File: src/rtl/seven_seg_scan_driver_if.sv
// Bundle between the CPU-side Seven_seg source and the display scan driver.
// The master owns enable and the packed patterns; the slave drives the display pins.
interface seven_seg_scan_driver_if;
  logic        en;
  logic [27:0] seven_seg;
  logic [3:0]  an;
  logic [6:0]  seg;
  logic [1:0]  digit_idx;
  logic        frame_tick;

  modport master (
    output en,
    output seven_seg,
    input  an,
    input  seg,
    input  digit_idx,
    input  frame_tick
  );

  modport slave (
    input  en,
    input  seven_seg,
    output an,
    output seg,
    output digit_idx,
    output frame_tick
  );
endinterface

File: src/rtl/seven_seg_scan_driver.sv
// Four-digit 7-segment scan driver: one blank + on slot per digit, with the
// pattern word snapshotted once per frame so a digit never shows a torn update.
module seven_seg_scan_driver #(
  parameter int CLK_DIV          = 50000,
  parameter int BLANK_CYCLES     = 500,
  parameter bit ANODE_ACTIVE_LOW = 1'b1,
  parameter bit SEG_ACTIVE_LOW   = 1'b1
) (
  input logic                    clk,
  input logic                    rst_n,
  seven_seg_scan_driver_if.slave bus
);

  typedef enum logic [1:0] {
    IDLE  = 2'd0,
    BLANK = 2'd1,
    ON    = 2'd2
  } state_t;

  localparam int             CW         = $clog2(CLK_DIV);
  localparam logic [3:0]     AN_OFF     = ANODE_ACTIVE_LOW ? 4'hF : 4'h0;
  localparam logic [6:0]     SEG_OFF    = SEG_ACTIVE_LOW ? 7'h7F : 7'h00;
  localparam logic [CW-1:0]  BLANK_LAST = CW'(BLANK_CYCLES - 1);
  localparam logic [CW-1:0]  SLOT_LAST  = CW'(CLK_DIV - 1);

  state_t        state, state_next;
  logic [CW-1:0] cnt, cnt_next;
  logic [1:0]    idx, idx_next;
  logic [27:0]   snap, snap_next;
  logic          tick, tick_next;
  logic [3:0]    an_q, an_next;
  logic [6:0]    seg_q, seg_next;

  function automatic logic [3:0] anode_drive(input logic [1:0] k);
    logic [3:0] one_hot;
    one_hot = 4'b0001 << k;
    return ANODE_ACTIVE_LOW ? ~one_hot : one_hot;
  endfunction

  function automatic logic [6:0] seg_drive(input logic [27:0] pat, input logic [1:0] k);
    logic [6:0] p;
    p = pat[7*k +: 7];
    return SEG_ACTIVE_LOW ? ~p : p;
  endfunction

  // Outputs are computed for the next state so they register on the same edge.
  always_comb begin
    state_next = state;
    cnt_next   = cnt;
    idx_next   = idx;
    snap_next  = snap;
    tick_next  = 1'b0;
    an_next    = AN_OFF;
    seg_next   = SEG_OFF;

    if (!bus.en) begin
      state_next = IDLE;
      cnt_next   = '0;
      idx_next   = '0;
    end else begin
      case (state)
        IDLE: begin
          state_next = BLANK;
          cnt_next   = '0;
          idx_next   = '0;
          snap_next  = bus.seven_seg;
          tick_next  = 1'b1;
        end
        BLANK: begin
          cnt_next = cnt + 1'b1;
          if (cnt == BLANK_LAST) begin
            state_next = ON;
            an_next    = anode_drive(idx);
            seg_next   = seg_drive(snap, idx);
          end
        end
        ON: begin
          if (cnt == SLOT_LAST) begin
            state_next = BLANK;
            cnt_next   = '0;
            idx_next   = idx + 1'b1;
            // Leaving digit 3 starts a new frame: take the fresh snapshot here.
            if (idx == 2'd3) begin
              snap_next = bus.seven_seg;
              tick_next = 1'b1;
            end
          end else begin
            cnt_next = cnt + 1'b1;
            an_next  = anode_drive(idx);
            seg_next = seg_drive(snap, idx);
          end
        end
        default: begin
          state_next = IDLE;
          cnt_next   = '0;
          idx_next   = '0;
        end
      endcase
    end
  end

  always_ff @(posedge clk or negedge rst_n) begin
    if (!rst_n) begin
      state <= IDLE;
      cnt   <= '0;
      idx   <= '0;
      snap  <= '0;
      tick  <= 1'b0;
      an_q  <= AN_OFF;
      seg_q <= SEG_OFF;
    end else begin
      state <= state_next;
      cnt   <= cnt_next;
      idx   <= idx_next;
      snap  <= snap_next;
      tick  <= tick_next;
      an_q  <= an_next;
      seg_q <= seg_next;
    end
  end

  assign bus.an         = an_q;
  assign bus.seg        = seg_q;
  assign bus.digit_idx  = idx;
  assign bus.frame_tick = tick;

  // Display safety: never two digits at once, never lit outside the ON phase.
  a_an_onehot0 : assert property (@(posedge clk) disable iff (!rst_n)
    $onehot0(an_q ^ AN_OFF));
  a_an_dark_off_phase : assert property (@(posedge clk) disable iff (!rst_n)
    (state != ON) |-> (an_q == AN_OFF));

endmodule

File: src/flat_wrapper.sv
// flat-port wrapper written by rule: the top's interface ports become plain ports
module seven_seg_scan_driver_flat 
#(
  parameter int CLK_DIV          = 50000,
  parameter int BLANK_CYCLES     = 500,
  parameter bit ANODE_ACTIVE_LOW = 1'b1,
  parameter bit SEG_ACTIVE_LOW   = 1'b1
)
  (clk, rst_n, bus_en, bus_seven_seg, bus_an, bus_seg, bus_digit_idx, bus_frame_tick);
  seven_seg_scan_driver_if bus_i ();
  input logic clk;
  input logic rst_n;
  input wire logic [$bits(bus_i.en)-1:0] bus_en;
  input wire logic [$bits(bus_i.seven_seg)-1:0] bus_seven_seg;
  output wire logic [$bits(bus_i.an)-1:0] bus_an;
  output wire logic [$bits(bus_i.seg)-1:0] bus_seg;
  output wire logic [$bits(bus_i.digit_idx)-1:0] bus_digit_idx;
  output wire logic [$bits(bus_i.frame_tick)-1:0] bus_frame_tick;
  assign bus_i.en = bus_en;
  assign bus_i.seven_seg = bus_seven_seg;
  assign bus_an = bus_i.an;
  assign bus_seg = bus_i.seg;
  assign bus_digit_idx = bus_i.digit_idx;
  assign bus_frame_tick = bus_i.frame_tick;
  seven_seg_scan_driver #(.CLK_DIV(CLK_DIV), .BLANK_CYCLES(BLANK_CYCLES), .ANODE_ACTIVE_LOW(ANODE_ACTIVE_LOW), .SEG_ACTIVE_LOW(SEG_ACTIVE_LOW)) u_core (.clk(clk), .rst_n(rst_n), .bus(bus_i));
endmodule
File: config.mk
export PLATFORM = sky130hd
export DESIGN_NAME = seven_seg_scan_driver_flat
export DESIGN_NICKNAME = d
export VERILOG_FILES = /design/src/rtl/seven_seg_scan_driver_if.sv /design/src/rtl/seven_seg_scan_driver.sv /design/src/flat_wrapper.sv
export SDC_FILE = /design/constraint.sdc
export NUM_CORES = 1
export LEC_CHECK = 0
export ABC_AREA = 0
export BUFFER_PORTS_ARGS = -buffer_cell sky130_fd_sc_hd__buf_4
export CAP_MARGIN = 15
export CORE_ASPECT_RATIO = 0.5
export CORE_MARGIN = 5
export CORE_UTILIZATION = 51
export DETAILED_ROUTE_END_ITERATION = 16
export PLACE_DENSITY = 0.87
export SYNTH_ARGS = -nofsm -noshare
export SYNTH_HDL_FRONTEND = slang
export SYNTH_SLANG_ARGS = --single-unit
File: constraint.sdc
create_clock -name clk -period 1.9 [get_ports clk]
set_input_delay 0.19 -clock clk [delete_from_list [all_inputs] [get_ports clk]]
set_output_delay 0.19 -clock clk [all_outputs]
set_load 0.02 [all_outputs]
# Yosys cells after proc, flatten, opt, wreduce, memory -nomap -nowiden
# Cells that the tools add are included.
# word_totals
inputBits,31
regBits,60
wordCells,54
# classes
muxes,25
shift,2
mul,1
n_eq_ne,10
n_reduce_logical,5
addsub,2
bitwise_logic,2
# op_table
cell,count
$mux W28,2
$pmux W28 S2,1
$mux W16,2
$pmux W16 S2,1
$shiftx A28 B6 Y7,1
$mux W7,3
$add A16 B1 Y16 const B,1
$eq A16 B16 Y1 const B,1
$eq A16 B9 Y1 const B,1
$pmux W7 S2,1
$mux W4,3
$mux W2,5
$pmux W4 S2,1
$not A7 Y7,1
$ne A3 B2 Y1 const B,2
$pmux W2 S3,1
$mul A3 B2 Y5 const A,1
$eq A2 B2 Y1 const B,2
$ne A2 B1 Y1 const B,2
$not A4 Y4,1
$pmux W2 S2,1
$reduce_and A2 Y1,2
$reduce_and A4 Y1,1
$shl A1 B2 Y4 const A,1
7 further kinds,9

# Longest topological paths before layout
# logic_depth
depth_word,6
ltp_mapped,8

# Least setup slack after synthesis
# OpenSTA, ideal clock, no wires.
# synth_timing
kind,reg-to-reg
startpoint,register u_core.cnt[0]
endpoint,register u_core.snap[10]
path_buffers,2
path_stages_with_launch,9
t_arrival_ns,1.798
setup_slack_ns,-0.023
period_less_slack_ns,1.923
required_time_ns,1.775
setup_time_ns,0.125
cell_sequence,dfrtp_1 -> ha_1 -> and4bb_1 -> and4_1 -> buf_6 -> a21oi_4 -> nor2_8 -> buf_12 -> mux2_4
# synth_between
elab_chain_len,3
# synth_lines
element,line,text
from (decl),seven_seg_scan_driver.sv:27,"logic [CW-1:0] cnt, cnt_next;"
from (signal assigned),seven_seg_scan_driver.sv:113,cnt <= cnt_next;
$eq A16 B16 Y1,seven_seg_scan_driver.sv:78,if (cnt == SLOT_LAST) begin
$ne A2 B1 Y1 (no source line),--,
$reduce_and A4 Y1 (no source line),--,
to (signal assigned),seven_seg_scan_driver.sv:115,snap <= snap_next;
to (decl),seven_seg_scan_driver.sv:29,"logic [27:0] snap, snap_next;"
# Every way passes these cells.
# A chain may end at the register's enable or synchronous reset.

# Final worst setup path
# layout_timing
startpoint,register u_core.cnt[2]
endpoint,register u_core.seg_q[4] (netlist: u_core.bus.seg[4])
# layout_between
elab_chain_len,4
word_cells_on_any_way,6
cone_classes,eq/ne (2); mux (4)
# layout_lines
element,line,text
$eq A16 B16 Y1 / $eq A16 B9 Y1 (equally long branches),"seven_seg_scan_driver.sv:78, seven_seg_scan_driver.sv:71",
"$mux W7, on equally long branches","seven_seg_scan_driver.sv:78, seven_seg_scan_driver.sv:71",
$pmux W7 S2 *,seven_seg_scan_driver.sv:61,case (state)
$mux W7 *,seven_seg_scan_driver.sv:56,if (!bus.en) begin
via u_core.seg_next[4],seven_seg_scan_driver.sv:32,"logic [6:0] seg_q, seg_next;"
to (signal assigned),seven_seg_scan_driver.sv:118,seg_q <= seg_next;
to (decl),seven_seg_scan_driver.sv:32,
# Mark *: on every way through the listed nets, which the timed path passes. The rest lies on a longest branch.

==> qor.yml <==
status: "complete, but fails checks"
violations: "negative setup slack"
cap_violations: 0
syn_avg_cell_area_um2: 13.5
crit_chain: "or4_4 -> nor4_2 -> a31oi_1 -> a211oi_2 -> buf_4 -> o21ai_0"
synth_top_area_share_pct: 42.9
leakage_nw: 1.65
fp.dieH_um: 62.9
synth-xor-area-share_pct: 4.29
finalHoldViolations: 0
slowest_stage: "or4_4"
route.antenna.remaining_nets: 0
critical_path_class: "reg2reg"
synth_edf_count: 0
max-clock-path-buffers: 2
clk_pin_slew_ns: 0.07
ys_seq_elements: 60
hold_class: "in2reg"
rows: 19
synthCells: 212
cp_max_fo: 5
insertion_delay_ns: 0.34
slew_headroom_pct: 46.7
overflow: 0
drt_first_iter_violations: 105
synthMuxAreaShare_pct: 19.5
area_delta_synth_final_pct: 27.7
drive_above_1_share_pct: 46.5
r2r_start: "u_core.cnt[2]"
power_w: 0.00485
setup_slack_ns: -0.113
routedWlPerCell_um: 17.6
initial_core_util_pct: 52.4
startpoint_type: "flop"
drcViolationCount: 0
worstSetupStartpoint: "u_core.cnt[2]"
grt_use_total_pct: 17.8
grt_max_degree: 61
grt_pass1_wl_um: 10000
fin_crit_ns: 2.01
tns_ns: -0.810
max_stage_delay_ns: 0.54
period_share_pct: 106
arrival_ns: 2.24
antenna_found_initial: 0
synthAdderAreaFrac_pct: 3.51
final_util_pct: 67.0
synth_seq_area_share_pct: 53.1
yosys-top-cells-area: "dfrtp_1 43%, mux2_4 11%, dfstp_2 10%, mux4_2 5.5%, ha_1 3.5%"
tightest_slew_ns: 0.796
die_w_um: 116
finClkSkew_ns: 0.0108
fmax_ghz: 0.497
irDropWorstVdd_mv: 0.637
portBuffers: 44
synthFlopType: "dfrtp_1"
crit_path_end_kind: "flop"
cts.sinks: 60
dpl.hpwl_um: 4090
crit_required_ns: 2.12
preCtsSetupSlack_ns: -0.0108
dieArea_um2: 7290
synth_top_cell_by_area: "dfrtp_1"
routed_wl_um: 6320
cellPowerDensity_nw_per_um2: 1330
synth_nets: 251
yosys_warnings: 0
rsz0062_at_grt: "true"
core_area_um2: 5440
fin_nets: 320
synth_area_um2: 2860
cts-root-buf: "clkbuf_8"
grt_pass1_vias: 2107
synth_simple_gate_area_share_pct: 10.8
r2r.worst_path.cells: 6
diodes: 0
pin_count: 45
synth_compound_area_share_pct: 4.86
crit_end: "u_core.bus.seg[4]"
cts_max_level: 3
fillers: 355
setup_viol: 14
numCtsBuffers: 9
r2r_slack_ns: -0.11
drtPass1Iterations: 4
dr_total_vias: 1938
via_per_inst: 5.40
gp_congestion: 0.812
finalMaxSlewViolations: 0
synth_cell_types: 40
r2r-end: "u_core.bus.seg[4]"
synth_top_family_by_area: "multiplexers"
synthArstFlopShare_pct: 100
cts_tree: "yes"
## critical path, delay by kind of cell, from the launching register on
family                 cells  cell delay [ns]
AND/OR/NAND/NOR            2             0.68
AO/OA/AOI/OAI              3             0.62
buffers and inverters      1             0.20
flip-flops                 1             0.40
## power breakdown
| group | switching, W | internal (W) |
|---|---|---|
| registers | 0.000241 | 0.00177 |
| clock network | 0.000453 | 0.000474 |
| logic | 0.000842 | 0.00107 |
## layout by cell type, fill, tap and decap left out, types with 3 or more instances in the layout
cell and n:
buf_4 61, dfrtp_1 49, mux2_4 28, nor2_1 19, dfstp_2 11, xor2_1 10, nand2_1 9, inv_1 9
clkbuf_8 9, o21ai_1 8, nand3_1 7, mux4_2 7, ha_1 7, clkbuf_1 6, o21ai_0 5, xnor2_1 4
nand4_1 3, a21oi_1 3
## flip-flops by register name, summed over array words and instances (netlist names)
register,cells
u_core.bus.an,4
u_core.bus.digit_idx,2
u_core.bus.frame_tick,1
u_core.bus.seg,7
u_core.cnt,16
u_core.snap,28
u_core.state,2
## metal layers
metal	GRT usage, %	up-vias	wire, um
li1	-	887	-
met1	19.4	996	2520
met2	31.6	40	3380
met3	5.13	15	306
met4	8.83	0	119
met5	0	-	0
## synthesized netlist by cell type, types with 2 or more instances
library cell  count
nand4_1           3
mux2_4           20
ha_1              8
mux4_2            7
a31oi_1           2
xor2_1           10
nor2_1           19
dfrtp_1          49
dfstp_2          11
mux2_2            8
inv_1             9
buf_12            2
o21ai_0          13
nand2_1           9
xnor2_1           4
clkbuf_1          3
and4_1            2
nor3b_1           2
a21oi_1           3
and4bb_1          2
nand3_1           7
## area by class of cell
class / instances / area [um2] / area share, %
clock buffers: 15 / 146 / 4.01
clock inverters: 1 / 5.00 / 0.137
inverters: 9 / 33.8 / 0.926
multi-input cells: 134 / 1290 / 35.3
flip-flops and latches: 60 / 1520 / 41.5
well taps: 73 / 91.3 / 2.50
repair buffers: 67 / 569 / 15.6
## cell families after synthesis
logic type,Yosys count
buffers and inverters,18
xor gates and xnor gates,14
and+or+nand+nor,54
muxes,36
AOI/OAI and AO/OA,22
adders and majority gates,8
DFF,60
## how the worst min path moves through the flow
stage / endpoint / depth (start not counted) / from
5_1_grt: u_core.snap[15] / 2 / bus_seven_seg[15]
3_3_place_gp: u_core.cnt[12] / 1 / rst_n
6_report: u_core.snap[15] / 2 / bus_seven_seg[15]
2_1_floorplan: u_core.bus.digit_idx[0] / 0 / rst_n
4_1_cts: u_core.snap[12] / 2 / bus_seven_seg[12]
3_5_place_dp: u_core.cnt[12] / 1 / rst_n
## repair_timing
action | 4_1_cts | 5_1_grt
pin swaps | 0 | 5
resized for setup | 3 | 22
hold buffers | 1 | 0
buffers inserted | 0 | 5
gates cloned | 0 | 3
endpoints found under the setup margin | 9 | 48
hold endpoints to repair | 49 | 0
## per-stage QoR
step           area [um2]  hold slack (ns)  cells
6_report             3650           0.0810    359
5_1_grt              3650           0.0570    359
4_1_cts              3490           0.0731    351
3_5_place_dp         3330            0.295    334
3_3_place_gp         3330            0.278    334
2_1_floorplan        2860           -0.106    212
No activity file was read; power rests on OpenSTA's default activity.
